--- config.mk ---
export PLATFORM = sky130hd
export DESIGN_NAME = mnist_pool_binarize
export DESIGN_NICKNAME = d
export VERILOG_FILES = /design/src/rtl/mnist_pool_binarize.sv
export SDC_FILE = /design/constraint.sdc
export NUM_CORES = 1
export LEC_CHECK = 0
export BUFFER_PORTS_ARGS = -buffer_cell sky130_fd_sc_hd__clkbuf_2
export CAP_MARGIN = 20
export CORE_MARGIN = 10
export CORE_UTILIZATION = 59
export CTS_CLUSTER_SIZE = 30
export DETAILED_ROUTE_END_ITERATION = 7
export HOLD_SLACK_MARGIN = 0.02
export PLACE_DENSITY = 0.88
export SYNTH_ARGS = -nofsm -noshare
export SYNTH_HDL_FRONTEND = slang
export SYNTH_SLANG_ARGS = --single-unit
--- constraint.sdc ---
create_clock -name clk -period 5.6 [get_ports clk]
set_clock_uncertainty 0.05 [all_clocks]
set_input_delay 1.12 -clock clk [delete_from_list [all_inputs] [get_ports clk]]
set_output_delay 1.12 -clock clk [all_outputs]
set_load 0.05 [all_outputs]
--- src/rtl/mnist_pool_binarize.sv ---
// Raster front-end for the MNIST gate network: thresholds 8-bit pixels, pools
// POOLxPOOL blocks by ink count and emits one binary image per frame over valid/ready.
module mnist_pool_binarize #(
    parameter int IMG_W      = 28,
    parameter int IMG_H      = 28,
    parameter int POOL       = 4,
    parameter int PIX_THRESH = 128,
    parameter int CNT_THRESH = 8
) (
    input  logic                                       clk,
    input  logic                                       rst,
    input  logic                                       pix_valid,
    output logic                                       pix_ready,
    input  logic [7:0]                                 pix_data,
    input  logic                                       pix_last,
    output logic                                       out_valid,
    input  logic                                       out_ready,
    output logic [(IMG_W/POOL)*(IMG_H/POOL)-1:0]       out_bits,
    output logic                                       err_frame
);
    localparam int NB    = IMG_W / POOL;
    localparam int NBH   = IMG_H / POOL;
    localparam int NBITS = NB * NBH;
    localparam int PW    = (POOL > 1) ? $clog2(POOL) : 1;
    localparam int BW    = ($clog2((NB > NBH) ? NB : NBH) > 0) ? $clog2((NB > NBH) ? NB : NBH) : 1;
    localparam int AW    = $clog2(POOL * POOL + 1);

    // Position is kept as (block, offset-within-block) pairs so no divider is needed.
    logic [PW-1:0]    sub_col_r;
    logic [BW-1:0]    blk_col_r;
    logic [PW-1:0]    sub_row_r;
    logic [BW-1:0]    band_r;
    logic [AW-1:0]    acc_r [NB];
    logic [NBITS-1:0] work_r;

    logic             col_end_s;
    logic             band_end_s;
    logic             frame_end_s;
    logic             xfer_s;
    logic             ink_s;
    logic             early_s;
    logic [AW-1:0]    sum_s [NB];
    logic [NB-1:0]    band_bits_s;
    logic [NBITS-1:0] merged_s;

    assign col_end_s   = (sub_col_r == PW'(POOL - 1)) && (blk_col_r == BW'(NB - 1));
    assign band_end_s  = col_end_s && (sub_row_r == PW'(POOL - 1));
    assign frame_end_s = band_end_s && (band_r == BW'(NBH - 1));
    assign pix_ready   = !(frame_end_s && out_valid && !out_ready);
    assign xfer_s      = pix_valid && pix_ready;
    assign ink_s       = ({1'b0, pix_data} >= 9'(PIX_THRESH));
    assign early_s     = xfer_s && pix_last && !frame_end_s;

    // Current pixel folded into its column counter, thresholded, and merged into the working image.
    always_comb begin
        merged_s = work_r;
        for (int j = 0; j < NB; j++) begin
            if (ink_s && (blk_col_r == BW'(j))) begin
                sum_s[j] = acc_r[j] + AW'(1);
            end else begin
                sum_s[j] = acc_r[j];
            end
            band_bits_s[j] = (sum_s[j] >= AW'(CNT_THRESH));
        end
        for (int b = 0; b < NBH; b++) begin
            if (band_end_s && (band_r == BW'(b))) begin
                merged_s[b*NB +: NB] = band_bits_s;
            end else begin
                merged_s[b*NB +: NB] = work_r[b*NB +: NB];
            end
        end
    end

    // Raster position, band accumulators and working image; an early pix_last discards the frame.
    always_ff @(posedge clk or posedge rst) begin
        if (rst) begin
            sub_col_r <= PW'(0);
            blk_col_r <= BW'(0);
            sub_row_r <= PW'(0);
            band_r    <= BW'(0);
            work_r    <= NBITS'(0);
            for (int j = 0; j < NB; j++) acc_r[j] <= AW'(0);
        end else if (xfer_s) begin
            if (early_s) begin
                sub_col_r <= PW'(0);
                blk_col_r <= BW'(0);
                sub_row_r <= PW'(0);
                band_r    <= BW'(0);
                work_r    <= NBITS'(0);
                for (int j = 0; j < NB; j++) acc_r[j] <= AW'(0);
            end else begin
                if (sub_col_r == PW'(POOL - 1)) begin
                    sub_col_r <= PW'(0);
                    if (blk_col_r == BW'(NB - 1)) begin
                        blk_col_r <= BW'(0);
                        if (sub_row_r == PW'(POOL - 1)) begin
                            sub_row_r <= PW'(0);
                            if (band_r == BW'(NBH - 1)) begin
                                band_r <= BW'(0);
                            end else begin
                                band_r <= band_r + BW'(1);
                            end
                        end else begin
                            sub_row_r <= sub_row_r + PW'(1);
                        end
                    end else begin
                        blk_col_r <= blk_col_r + BW'(1);
                    end
                end else begin
                    sub_col_r <= sub_col_r + PW'(1);
                end
                for (int j = 0; j < NB; j++) begin
                    if (band_end_s) begin
                        acc_r[j] <= AW'(0);
                    end else begin
                        acc_r[j] <= sum_s[j];
                    end
                end
                if (frame_end_s) begin
                    work_r <= NBITS'(0);
                end else begin
                    work_r <= merged_s;
                end
            end
        end
    end

    // Output frame register and framing-error pulse.
    always_ff @(posedge clk or posedge rst) begin
        if (rst) begin
            out_valid <= 1'b0;
            out_bits  <= NBITS'(0);
            err_frame <= 1'b0;
        end else begin
            err_frame <= xfer_s && (pix_last != frame_end_s);
            if (xfer_s && frame_end_s) begin
                out_valid <= 1'b1;
                out_bits  <= merged_s;
            end else if (out_ready) begin
                out_valid <= 1'b0;
            end
        end
    end
endmodule

After elaboration in Yosys (flattened, before gate mapping)
Index checks and enable logic that the tools add are counted.
{"block": "word_totals", "inputBits": 13, "ff_bits": 145, "ramBits": 0, "output_inout_bits": 52, "rom_bits": 0, "mem_count": 0, "latchBits": 0}
{"block": "op_classes", "n_eq_ne": 15, "n_reduce_logical": 35, "mux": 40, "mul": 0, "add_sub_neg": 11, "order_cmp": 8, "bitwise": 0, "shift": 0, "div_mod_pow": 0}
{"operator": "$mux 49", "count": 2}
{"operator": "$mux 5", "count": 14}
{"operator": "$mux 7", "count": 7}
{"operator": "$add 5x1->5 const B", "count": 7}
{"operator": "$ge 5x4->1 const B", "count": 7}
{"operator": "$mux 35", "count": 1}
{"operator": "$mux 3", "count": 8}
{"operator": "$logic_and 1x1->1", "count": 23}
{"operator": "$eq 3x3->1 const B", "count": 6}
{"operator": "$eq 3x2->1 const B", "count": 4}
{"operator": "$mux 2", "count": 6}
{"operator": "$ge 8x8->1 const B", "count": 1}
{"operator": "$reduce_bool 2->1", "count": 4}
{"operator": "$add 3x1->3 const B", "count": 2}
{"operator": "$eq 3x1->1 const B", "count": 2}
{"operator": "$logic_not 3->1", "count": 2}
{"operator": "$add 2x1->2 const B", "count": 2}
{"operator": "$eq 2x2->1 const B", "count": 2}
{"operator": "$reduce_and 4->1", "count": 1}
{"operator": "$logic_not 1->1", "count": 3}
{"operator": "$reduce_and 3->1", "count": 1}
{"operator": "$mux 1", "count": 2}
{"operator": "$reduce_and 2->1", "count": 1}
{"operator": "$ne 1x1->1", "count": 1}

Longest topological paths before layout
{"block": "logic_depth", "word_depth": 12, "mapped_depth": 9, "mapped_depth_nobuf": 7}

Worst setup path before layout
No wires, ideal clock.
{"block": "synth_timing", "kind": "input to output", "startpoint": "input port out_ready", "endpoint": "output port pix_ready", "required_ns": 4.430, "stages": 2, "path_slack_ns": 2.680, "t_arrival_ns": 1.750, "path_cell_list": "nand2b_1 or3_4"}
{"block": "synth_via", "elab_chain_len": 3}
{"item": "start: declaration", "line_no": "17", "source": "input logic out_ready,"}
{"item": "$logic_not 1->1", "line_no": "49", "source": "assign pix_ready = !(frame_end_s && out_valid && !out_ready);"}
{"item": "$logic_and 1x1->1", "line_no": "49"}
{"item": "$logic_not 1->1", "line_no": "49"}
{"item": "end: declaration", "line_no": "13", "source": "output logic pix_ready,"}
No other way between the ends.

Final worst setup path
{"block": "layout_timing", "startpoint": "register sub_col_r[0]", "endpoint": "output port pix_ready"}
{"block": "layout_via", "elab_chain_len": 7}
{"item": "start: declaration", "line_no": "29", "source": "logic [PW-1:0] sub_col_r;"}
{"item": "start signal: assignment", "line_no": "110", "source": "sub_col_r <= sub_col_r + PW'(1);"}
{"item": "$eq 2x2->1", "line_no": "46", "source": "assign col_end_s = (sub_col_r == PW'(POOL - 1)) && (blk_col_r == BW'(NB - 1));"}
{"item": "$logic_and 1x1->1", "line_no": "46"}
{"item": "$logic_and 1x1->1", "line_no": "47", "source": "assign band_end_s = col_end_s && (sub_row_r == PW'(POOL - 1));"}
{"item": "$logic_and 1x1->1", "line_no": "48", "source": "assign frame_end_s = band_end_s && (band_r == BW'(NBH - 1));"}
{"item": "$logic_and 1x1->1 (2 in series)", "line_no": "49"}
{"item": "$logic_not 1->1", "line_no": "49"}
No other way between the ends.

==> out/metrics.yaml <==
status: "completed"
hpwl_um: 10550
period_needed_ps: 3560
ctsResizeCount: 0
cts_tree: "yes"
area_delta_synth_final_pct: 14.65
drive_above_1_share: 0.1699
antenna_found_initial: 1
via_per_inst: 6.247
synth_cells: 665
setup.worst_path.start_class: "register"
cts-buffers-inserted: 17
finalHoldViolCount: 0
stdcell_area_mm2: 0.007441
crit_family: "simple AND/OR/NAND/NOR gates"
clkSinkCount: 138
critPathCaptureType: "primary output"
grt-ovfl-total: 0
initial_core_util: 0.6013
crit_cells: 4
p_sw_frac: 0.2563
fin_hold_ws_ps: 417.5
ys_ff_latch: 138
clkLatencyLatePin_ps: 530
num_rows: 38
syn-num-nets: 689
rsz0062_at_grt: "no"
drt_wl_total_um: 16080
seq_power_share: 0.448
critical_path_class: "register to primary output"
cp_cell_sequence: "ha_1, nand4_2, or3_4, clkbuf_2"
drt_iter0_markers: 641
firstDrtPassIters: 7
clkTransAtPathRegs_ps: 60
crit_arrival_ps: 2390
first_global_vias: 5151
finalMaxSlewViolations: 0
htreeDepth: 4
synth_warnings: 0
synth-edff-count: 0
core_mm2: 0.01079
maxCapViolations: 0
ctsHoldBuffers: 0
p_per_area_mw_per_mm2: 335.0
place_area_mm2: 0.006803
root_buffer: "clkbuf_8"
leakagePower_nw: 3.524
post_cts_buffers: 0
critPathBufInv: 1
worst_pin_slew_ps: 1043
period_share: 0.6357
die_w_um: 124.9
setup_viol: 0
die_h_um: 124.9
drcViolationCount: 0
dieArea_mm2: 0.01560
internal-power_mw: 1.854
pwr-share-clk: 0.471
track_usage: 0.2034
hold_class: "register to register"
ys_seq_area_frac: 0.5321
r2r_end: "work_r[23]"
p_sw_mw: 0.6388
synth_top_cell_by_area: "dfrtp_1"
wl_per_cell_um: 18.61
grt_max_degree: 62
ys.flop_type: "dfrtp_1"
synthArstFlopShare: 1.000
crit_required_ps: 4430
netlist_area_mm2: 0.006490
finalSetupTns_ps: 0
startpoint: "sub_col_r[0]"
ff2ff_path_depth: 6
final_nets: 735
dp.cells: 831
n_antenna_cell: 0
vias: 5397
synth_top_area_share: 0.5321
final_cells: 864
vdd_drop_max_mv: 0.2221
synthMostInstantiatedCell: "nand2_1"
crit_path_end: "pix_ready"
r2r_start: "sub_col_r[0]"
cpPeakStageDelay_ps: 520
grt_pass1_wl_um: 26350
slew_headroom: 0.2997
critPathMaxFanout: 10
rrSetupSlack_ps: 2760
ctsLongestPathBuffers: 2
pwr-share-comb: 0.082
yosys.cell_types.count: 59
antenna_left: 0
fmax_mhz: 280.9
yosys-top-cells-area: "dfrtp_1, nand2_1, o21ai_0"
synthTopCellsByCount: "nand2_1, dfrtp_1, o21ai_0"
syn-mean-instance-area_um2: 9.759
gp_congestion: 0.8619
io_buffers: 57
slowest_stage: "or3_4"
num_io_pins: 65
state kept, by name, indices dropped and copies added, names as in the netlist:
signal,count
sub_row_r,2
sub_col_r,2
work_r,42
band_r,3
out_valid,1
blk_col_r,3
err_frame,1
acc_r,35
out_bits,49
layout make-up:
type	count	area (um2)
clock buffer	18	427.9
clock inverter	14	195.2
fill	718	3352
inverter	5	21.27
multi-input combinational	486	2830
sequential	138	3453
tap	140	175.2
timing repair buffer	63	337.8
metrics by stage:
stage / setup WS (ps) / power, mW / utilization
global placement: 2343 / 1.306 / 0.6303
floorplan: 733.8 / 1.294 / -
global route: 1907 / 2.572 / 0.6894
detailed placement: 2320 / 1.330 / 0.6303
finish: 2040 / 2.493 / 0.6894
CTS: 2048 / 2.491 / 0.6880
cell usage in the layout (no fill, tap or decap), drive strengths merged, types with 4 or more instances in the layout:
cell type | netlist | final
nand2 | 142 | 142
dfrtp | 138 | 138
o21ai | 98 | 98
clkbuf | 16 | 75
nor2 | 43 | 43
nand3 | 33 | 33
a21oi | 28 | 28
a22o | 25 | 25
nand2b | 13 | 13
ha | 11 | 11
nand4 | 11 | 11
o31ai | 10 | 10
nor2b | 8 | 8
a32o | 8 | 8
clkinv | 0 | 8
buf | 20 | 6
mux2i | 6 | 6
inv | 5 | 6
nor3 | 5 | 5
and4 | 5 | 5
and2 | 4 | 4
bufinv | 0 | 4
or3 | 4 | 4
worst reg2reg max path, stage by stage (launching register included):
cell and delay (ps):
dfrtp_1 400, ha_1 320, nand4_2 280, o31a_1 880, o21ai_1 440, nand2_1 200
o21ai_0 130
power groups by stage:
| stage | clock [mW] | combinational (mW) | sequential, mW |
|---|---|---|---|
| floorplan | 0 | 0.213 | 1.08 |
| finish | 1.17 | 0.203 | 1.12 |
| CTS | 1.18 | 0.202 | 1.11 |
| detailed placement | 0 | 0.200 | 1.13 |
| global placement | 0 | 0.184 | 1.12 |
| global route | 1.22 | 0.226 | 1.12 |
worst min-delay path by stage:
stage               slack (ps)          from  cells past startpoint           end
floorplan                  390  sub_col_r[1]                      2  sub_col_r[1]
global placement           400  out_bits[34]                      2  out_bits[34]
detailed placement         410  out_bits[11]                      2  out_bits[11]
CTS                        420   out_bits[9]                      2   out_bits[9]
global route               440  sub_col_r[1]                      2  sub_col_r[1]
finish                     420  sub_col_r[1]                      2  sub_col_r[1]
per-layer routing:
layer | up-vias | share of wire | track usage
met2 | 240 | 0.49 | 0.3325
met4 | 2 | 0.017 | 0.06775
li1 | 2468 | - | -
met1 | 2656 | 0.41 | 0.2516
met3 | 31 | 0.084 | 0.06128
met5 | - | 0.00062 | 0
cells by family (layout without fill, tap and decap cells):
group | Yosys count | in the layout | synth area share
buf+inv | 41 | 100 | 0.03181
mux | 7 | 7 | 0.01928
compound gates | 183 | 183 | 0.1751
xor+xnor | 1 | 1 | 0.001350
simple gates | 284 | 284 | 0.2192
flops | 138 | 138 | 0.5321
fa+ha+maj | 11 | 11 | 0.02121
No activity file was read; power rests on OpenSTA's default activity.
